File: src/rtl/uart_tx_fifo_if.sv
// uart_tx_fifo_if: groups the bus-side push port, the transmitter-side
// pull port and the status outputs of uart_tx_fifo.
//   master : driver of the FIFO (bus/CPU + transmitter side)
//   slave  : the FIFO itself
interface uart_tx_fifo_if #(
  parameter int DEPTH = 16,
  parameter int WIDTH = 8
);
  localparam int CW = $clog2(DEPTH) + 1;

  logic             flush_i;
  logic [WIDTH-1:0] write_data_i;
  logic             write_enable_i;
  logic             full_o;
  logic             empty_o;
  logic [CW-1:0]    count_o;
  logic             overflow_o;
  logic             read_enable_i;
  logic [WIDTH-1:0] read_data_o;
  logic             read_valid_o;

  modport master (
    output flush_i, write_data_i, write_enable_i, read_enable_i,
    input  full_o, empty_o, count_o, overflow_o, read_data_o, read_valid_o
  );

  modport slave (
    input  flush_i, write_data_i, write_enable_i, read_enable_i,
    output full_o, empty_o, count_o, overflow_o, read_data_o, read_valid_o
  );
endinterface

File: src/rtl/uart_tx_fifo.sv
// uart_tx_fifo: byte FIFO feeding the UART transmitter.
//   clk_i      : system clock
//   reset_n_i  : synchronous active-low reset
//   bus        : uart_tx_fifo_if.slave
//     flush_i / write_data_i / write_enable_i : bus-side enqueue + flush
//     read_enable_i                           : transmitter idle (level)
//     read_data_o / read_valid_o              : popped byte + 1-cycle pulse
//     full_o / empty_o / count_o / overflow_o : status (overflow is sticky)
module uart_tx_fifo #(
  parameter int DEPTH = 16,
  parameter int WIDTH = 8
) (
  input  logic               clk_i,
  input  logic               reset_n_i,
  uart_tx_fifo_if.slave      bus
);
  localparam int AW = $clog2(DEPTH);
  localparam int CW = AW + 1;

  logic [WIDTH-1:0] mem_q [DEPTH];
  logic [AW-1:0]    wr_q, wr_d, rd_q, rd_d;
  logic [CW-1:0]    count_q, count_d;
  logic             ovf_q, ovf_d;
  logic             rvalid_q, rvalid_d;
  logic [WIDTH-1:0] rdata_q, rdata_d;
  logic             full, empty, push, pop;

  // Status decodes from the registered count, so it is start-of-cycle.
  assign full  = (count_q == CW'(DEPTH));
  assign empty = (count_q == '0);
  assign push  = bus.write_enable_i && !full;
  // Transmitter keeps read_enable high during its valid cycle; the
  // !rvalid_q term stops a second pop there that would lose a byte.
  assign pop   = bus.read_enable_i && !empty && !rvalid_q;

  always_comb begin
    wr_d     = wr_q;
    rd_d     = rd_q;
    count_d  = count_q;
    ovf_d    = ovf_q;
    rvalid_d = 1'b0;
    rdata_d  = rdata_q;
    if (bus.flush_i) begin
      // Flush wins over push/pop; last read data is intentionally kept.
      wr_d    = '0;
      rd_d    = '0;
      count_d = '0;
      ovf_d   = 1'b0;
    end else begin
      if (bus.write_enable_i && full) ovf_d = 1'b1;
      if (push) wr_d = wr_q + 1'b1;
      if (pop) begin
        rd_d     = rd_q + 1'b1;
        rdata_d  = mem_q[rd_q];
        rvalid_d = 1'b1;
      end
      case ({push, pop})
        2'b10:   count_d = count_q + 1'b1;
        2'b01:   count_d = count_q - 1'b1;
        default: count_d = count_q;
      endcase
    end
  end

  always_ff @(posedge clk_i) begin
    if (!reset_n_i) begin
      wr_q     <= '0;
      rd_q     <= '0;
      count_q  <= '0;
      ovf_q    <= 1'b0;
      rvalid_q <= 1'b0;
      rdata_q  <= '0;
    end else begin
      wr_q     <= wr_d;
      rd_q     <= rd_d;
      count_q  <= count_d;
      ovf_q    <= ovf_d;
      rvalid_q <= rvalid_d;
      rdata_q  <= rdata_d;
    end
  end

  // Storage needs no reset; stale entries are unreachable via the pointers.
  always_ff @(posedge clk_i) begin
    if (reset_n_i && !bus.flush_i && push) mem_q[wr_q] <= bus.write_data_i;
  end

  assign bus.full_o       = full;
  assign bus.empty_o      = empty;
  assign bus.count_o      = count_q;
  assign bus.overflow_o   = ovf_q;
  assign bus.read_valid_o = rvalid_q;
  assign bus.read_data_o  = rdata_q;
endmodule

File: src/flat_wrapper.sv
// flat-port wrapper written by rule: the top's interface ports become plain ports
module uart_tx_fifo_flat 
#(
  parameter int DEPTH = 16,
  parameter int WIDTH = 8
)
  (clk_i, reset_n_i, bus_flush_i, bus_write_data_i, bus_write_enable_i, bus_read_enable_i, bus_full_o, bus_empty_o, bus_count_o, bus_overflow_o, bus_read_data_o, bus_read_valid_o);
  uart_tx_fifo_if #(.DEPTH(DEPTH), .WIDTH(WIDTH)) bus_i ();
  input  logic clk_i;
  input  logic reset_n_i;
  input wire logic [$bits(bus_i.flush_i)-1:0] bus_flush_i;
  input wire logic [$bits(bus_i.write_data_i)-1:0] bus_write_data_i;
  input wire logic [$bits(bus_i.write_enable_i)-1:0] bus_write_enable_i;
  input wire logic [$bits(bus_i.read_enable_i)-1:0] bus_read_enable_i;
  output wire logic [$bits(bus_i.full_o)-1:0] bus_full_o;
  output wire logic [$bits(bus_i.empty_o)-1:0] bus_empty_o;
  output wire logic [$bits(bus_i.count_o)-1:0] bus_count_o;
  output wire logic [$bits(bus_i.overflow_o)-1:0] bus_overflow_o;
  output wire logic [$bits(bus_i.read_data_o)-1:0] bus_read_data_o;
  output wire logic [$bits(bus_i.read_valid_o)-1:0] bus_read_valid_o;
  assign bus_i.flush_i = bus_flush_i;
  assign bus_i.write_data_i = bus_write_data_i;
  assign bus_i.write_enable_i = bus_write_enable_i;
  assign bus_i.read_enable_i = bus_read_enable_i;
  assign bus_full_o = bus_i.full_o;
  assign bus_empty_o = bus_i.empty_o;
  assign bus_count_o = bus_i.count_o;
  assign bus_overflow_o = bus_i.overflow_o;
  assign bus_read_data_o = bus_i.read_data_o;
  assign bus_read_valid_o = bus_i.read_valid_o;
  uart_tx_fifo #(.DEPTH(DEPTH), .WIDTH(WIDTH)) u_core (.clk_i(clk_i), .reset_n_i(reset_n_i), .bus(bus_i));
endmodule
File: config.mk
export PLATFORM = sky130hd
export DESIGN_NAME = uart_tx_fifo_flat
export DESIGN_NICKNAME = d
export VERILOG_FILES = /design/src/rtl/uart_tx_fifo_if.sv /design/src/rtl/uart_tx_fifo.sv /design/src/flat_wrapper.sv
export SDC_FILE = /design/constraint.sdc
export NUM_CORES = 1
export LEC_CHECK = 0
export CAP_MARGIN = 25
export CORE_ASPECT_RATIO = 0.75
export CORE_MARGIN = 1
export CORE_UTILIZATION = 25
export CTS_BUF_LIST = sky130_fd_sc_hd__clkbuf_16
export DETAILED_ROUTE_END_ITERATION = 12
export GPL_ROUTABILITY_DRIVEN = 1
export SETUP_SLACK_MARGIN = 0.15
export SLEW_MARGIN = 20
export SYNTH_ARGS = -nofsm -noshare
export SYNTH_HDL_FRONTEND = slang
export SYNTH_SLANG_ARGS = --single-unit
File: constraint.sdc
create_clock -name clk_i -period 3 [get_ports clk_i]
set_input_delay 0.6 -clock clk_i [delete_from_list [all_inputs] [get_ports clk_i]]
set_output_delay 0.6 -clock clk_i [all_outputs]
set_load 0.05 [all_outputs]
==> results.yml <==
logic_synthesis:
  synth_compound_area_frac: 0.03569
  synth.area.mux_share: 0.1453
  synth.distinct_cells: 39
  syn_avg_cell_area_um2: 17.95
  synthAdderAreaFrac: 0.02212
  syn-cell-area_um2: 5994
  synth-xor-area-share: 0.01169
  synth_top_family_by_area: "multiplexers"
  synthSimpleGateAreaFrac: 0.04863
  synth_edf_count: 128
  yosys_warnings: 0
  async_reset_ff_frac: 0
  syn_inst: 334
  ys.flop_type: "edfxtp_1"
  ys_seq_area_frac: 0.7180
  ys_ff_latch: 151
  syn-num-nets: 357
clock_network:
  cts_buffers: 17
  cts_sinks: 151
  cts-root-buf: "clkbuf_16"
  clkLatencyLatePin_ns: 0.41
  cts.htree.levels: 4
  path_clk_slew_ns: 0.06
  clock_path_buffers: 2
  cts_tree: "built"
worst_setup_path:
  rrSetupSlack_ns: 0.33
  crit_family: "simple AND/OR/NAND/NOR gates"
  crit_type: "reg -> out"
  endpoint_kind: "primary output"
  worst-path-buf-inv: 1
  path_cells: "or4_4 > nor2_1 > dlygate4sd2_1"
  crit_path_start_kind: "register"
  cp_data_required_time_ns: 2.40
  crit_slowest_cell: "or4_4"
  critPathMaxFanout: 6
  slowest_delay_ns: 0.59
  critical_path_arrival_ns: 2.08
die:
  start_util: 0.2579
  die_area_um2: 24610
  num_rows: 48
  core_um2: 23240
  dieHeight_um: 136.1
  ios: 30
  die_w_um: 180.8
sta:
  skew_ns: 0.007743
  holdWs_ns: 0.4554
  post-route-min-period_ns: 2.683
  tightest_slew_ns: 0.5669
  hold_viol_final: 0
  rsz0062_at_grt: "false"
  final-setup-viol-count: 0
  slew_violations: 0
  slew_headroom: 0.6209
  finalCritPeriodShare: 0.8942
  fmax_mhz: 372.8
global_routing:
  grt_start_max_net_pins: 36
  globalRouteOverflowTotal: 0
  grt_pass1_wl_um: 18860
  grt_usage: 0.1051
  grt_pass1_vias: 3298
  antenna_found_initial: 0
finish:
  layout.nets: 417
  syn2layout_area_growth_pct: 23.56
  drive_gt1_frac: 0.2408
  antenna_cells: 0
  post-route-util: 0.3187
placement:
  portBuffers: 29
  gp_congestion: 0.7507
  dp_hpwl_um: 8010
detailed_routing:
  routedWlPerCell_um: 16.89
  wl_um: 11940
  firstDrtPassIters: 4
  drc: 0
  vias_per_cell: 4.400
  postRouteAntennaNets: 0
  vias: 3111
  first_iter_violations: 263
job:
  max_cap_viol_count: 0
outcome:
  outcome: "finished, final reports clean"
hold_path:
  hold_path.class: "reg -> reg"
power:
  power-per-cell-area_nw_per_um2: 622.4
  peakVddDrop_uv: 410.5
  p_leak_nw: 2.403
## report_power, final
part	leakage (nW)	switching [mW]	internal, mW
logic	0.772	0.106	0.0626
registers	1.34	0.00811	2.29
clock network	0.294	0.836	1.31
## flip-flops by register name, summed over array words and instances (netlist names)
signal and cells:
u_core.bus.read_data_o 8, u_core.wr_q 4, u_core.bus.overflow_o 1, u_core.rd_q 4
u_core.mem_q 128, u_core.bus.count_o 5, u_core.bus.read_valid_o 1
## cell usage after synthesis, drive strengths merged (6+ instances only)
library cell	instances	area share
a21o	8	0.010
a21oi	8	0.0073
buf	9	0.0086
clkbuf	7	0.0044
dfxtp	23	0.077
edfxtp	128	0.64
ha	9	0.019
inv	9	0.0056
mux2i	15	0.025
mux4	32	0.12
nand2	10	0.0063
nor2	30	0.019
o22ai	7	0.0073
xor2	6	0.0088
## worst reg2reg max path: stages, from the launching register on
cell,delay [ns]
dfxtp_1,0.37
or4_4,0.59
o21ai_4,0.15
inv_2,0.06
ha_1,0.21
ha_1,0.32
nor2b_2,0.17
o21ai_1,0.14
a211oi_1,0.10
or3_1,0.35
a21oi_1,0.14
## layout by cell type, fill, tap and decap left out, types with 2 or more instances in the layout
cell type,n
dlygate4sd2_1,2
xnor2_1,2
ha_1,9
clkinvlp_4,2
nand2b_1,4
nand4_1,2
mux2i_1,15
inv_1,9
clkbuf_16,17
dfxtp_1,22
nor3_1,5
nor2_1,30
mux4_2,32
bufinv_16,3
edfxtp_1,128
nor2b_1,3
xor2_1,6
a21o_1,7
a21oi_1,7
inv_6,5
nand2_1,10
or3_1,2
clkdlybuf4s50_1,27
clkinv_2,2
o22ai_1,7
buf_4,27
## per-stage QoR
step	cell area (µm²)	setup TNS, ns	setup WS, ns	std cells	power (mW)
final	7407	0	0.3173	707	4.610
after floorplan	5995	0	0.1549	334	2.427
after detailed placement	6807	-0.04242	-0.04242	675	2.510
after global placement	6807	0	0.06340	675	2.502
after CTS	7405	0	0.2864	707	4.652
after global routing	7407	0	0.1556	707	4.754
## cell families after synthesis
group / after synthesis
compound gates: 31
fa+ha+maj: 10
xor+xnor: 8
simple gates: 62
buf+inv: 25
mux: 47
flops: 151
## metal layers
| layer | up-vias | track usage | wire length (µm) |
|---|---|---|---|
| met1 | 1618 | 0.1322 | 5431 |
| met2 | 56 | 0.1748 | 5937 |
| li1 | 1426 | - | - |
| met3 | 11 | 0.03107 | 472 |
| met4 | 0 | 0.03229 | 97 |
| met5 | - | 0 | 0 |
## cell type report
cell class | count | area [µm²]
multi-input cells | 158 | 1582
repair buffers | 57 | 510.5
inverters | 9 | 33.78
clock buffers | 17 | 425.4
fillers | 2182 | 15840
well taps | 300 | 375.4
flip-flops and latches | 151 | 4305
clock inverters | 15 | 175.2
## final timing paths
kind,startpoint,end,depth (start not counted)
min reg2reg,u_core.bus.read_data_o[3]$_SDFFE_PN0P_,u_core.bus.read_data_o[3]$_SDFFE_PN0P_,1
min,u_core.bus.read_data_o[3]$_SDFFE_PN0P_,u_core.bus.read_data_o[3]$_SDFFE_PN0P_,1
max,u_core.bus.count_o[0]$_SDFFE_PP0P_,bus_full_o,3
max reg2reg,u_core.bus.count_o[0]$_SDFFE_PP0P_,u_core.bus.count_o[4]$_SDFFE_PP0P_,10
## repair_timing
item / CTS / global route
setup buffers: 0 / 0
endpoints found under the setup margin: 2 / 1
resized for setup: 2 / 2
hold buffers: 0 / 0
Power figures use the tool's default switching activity.
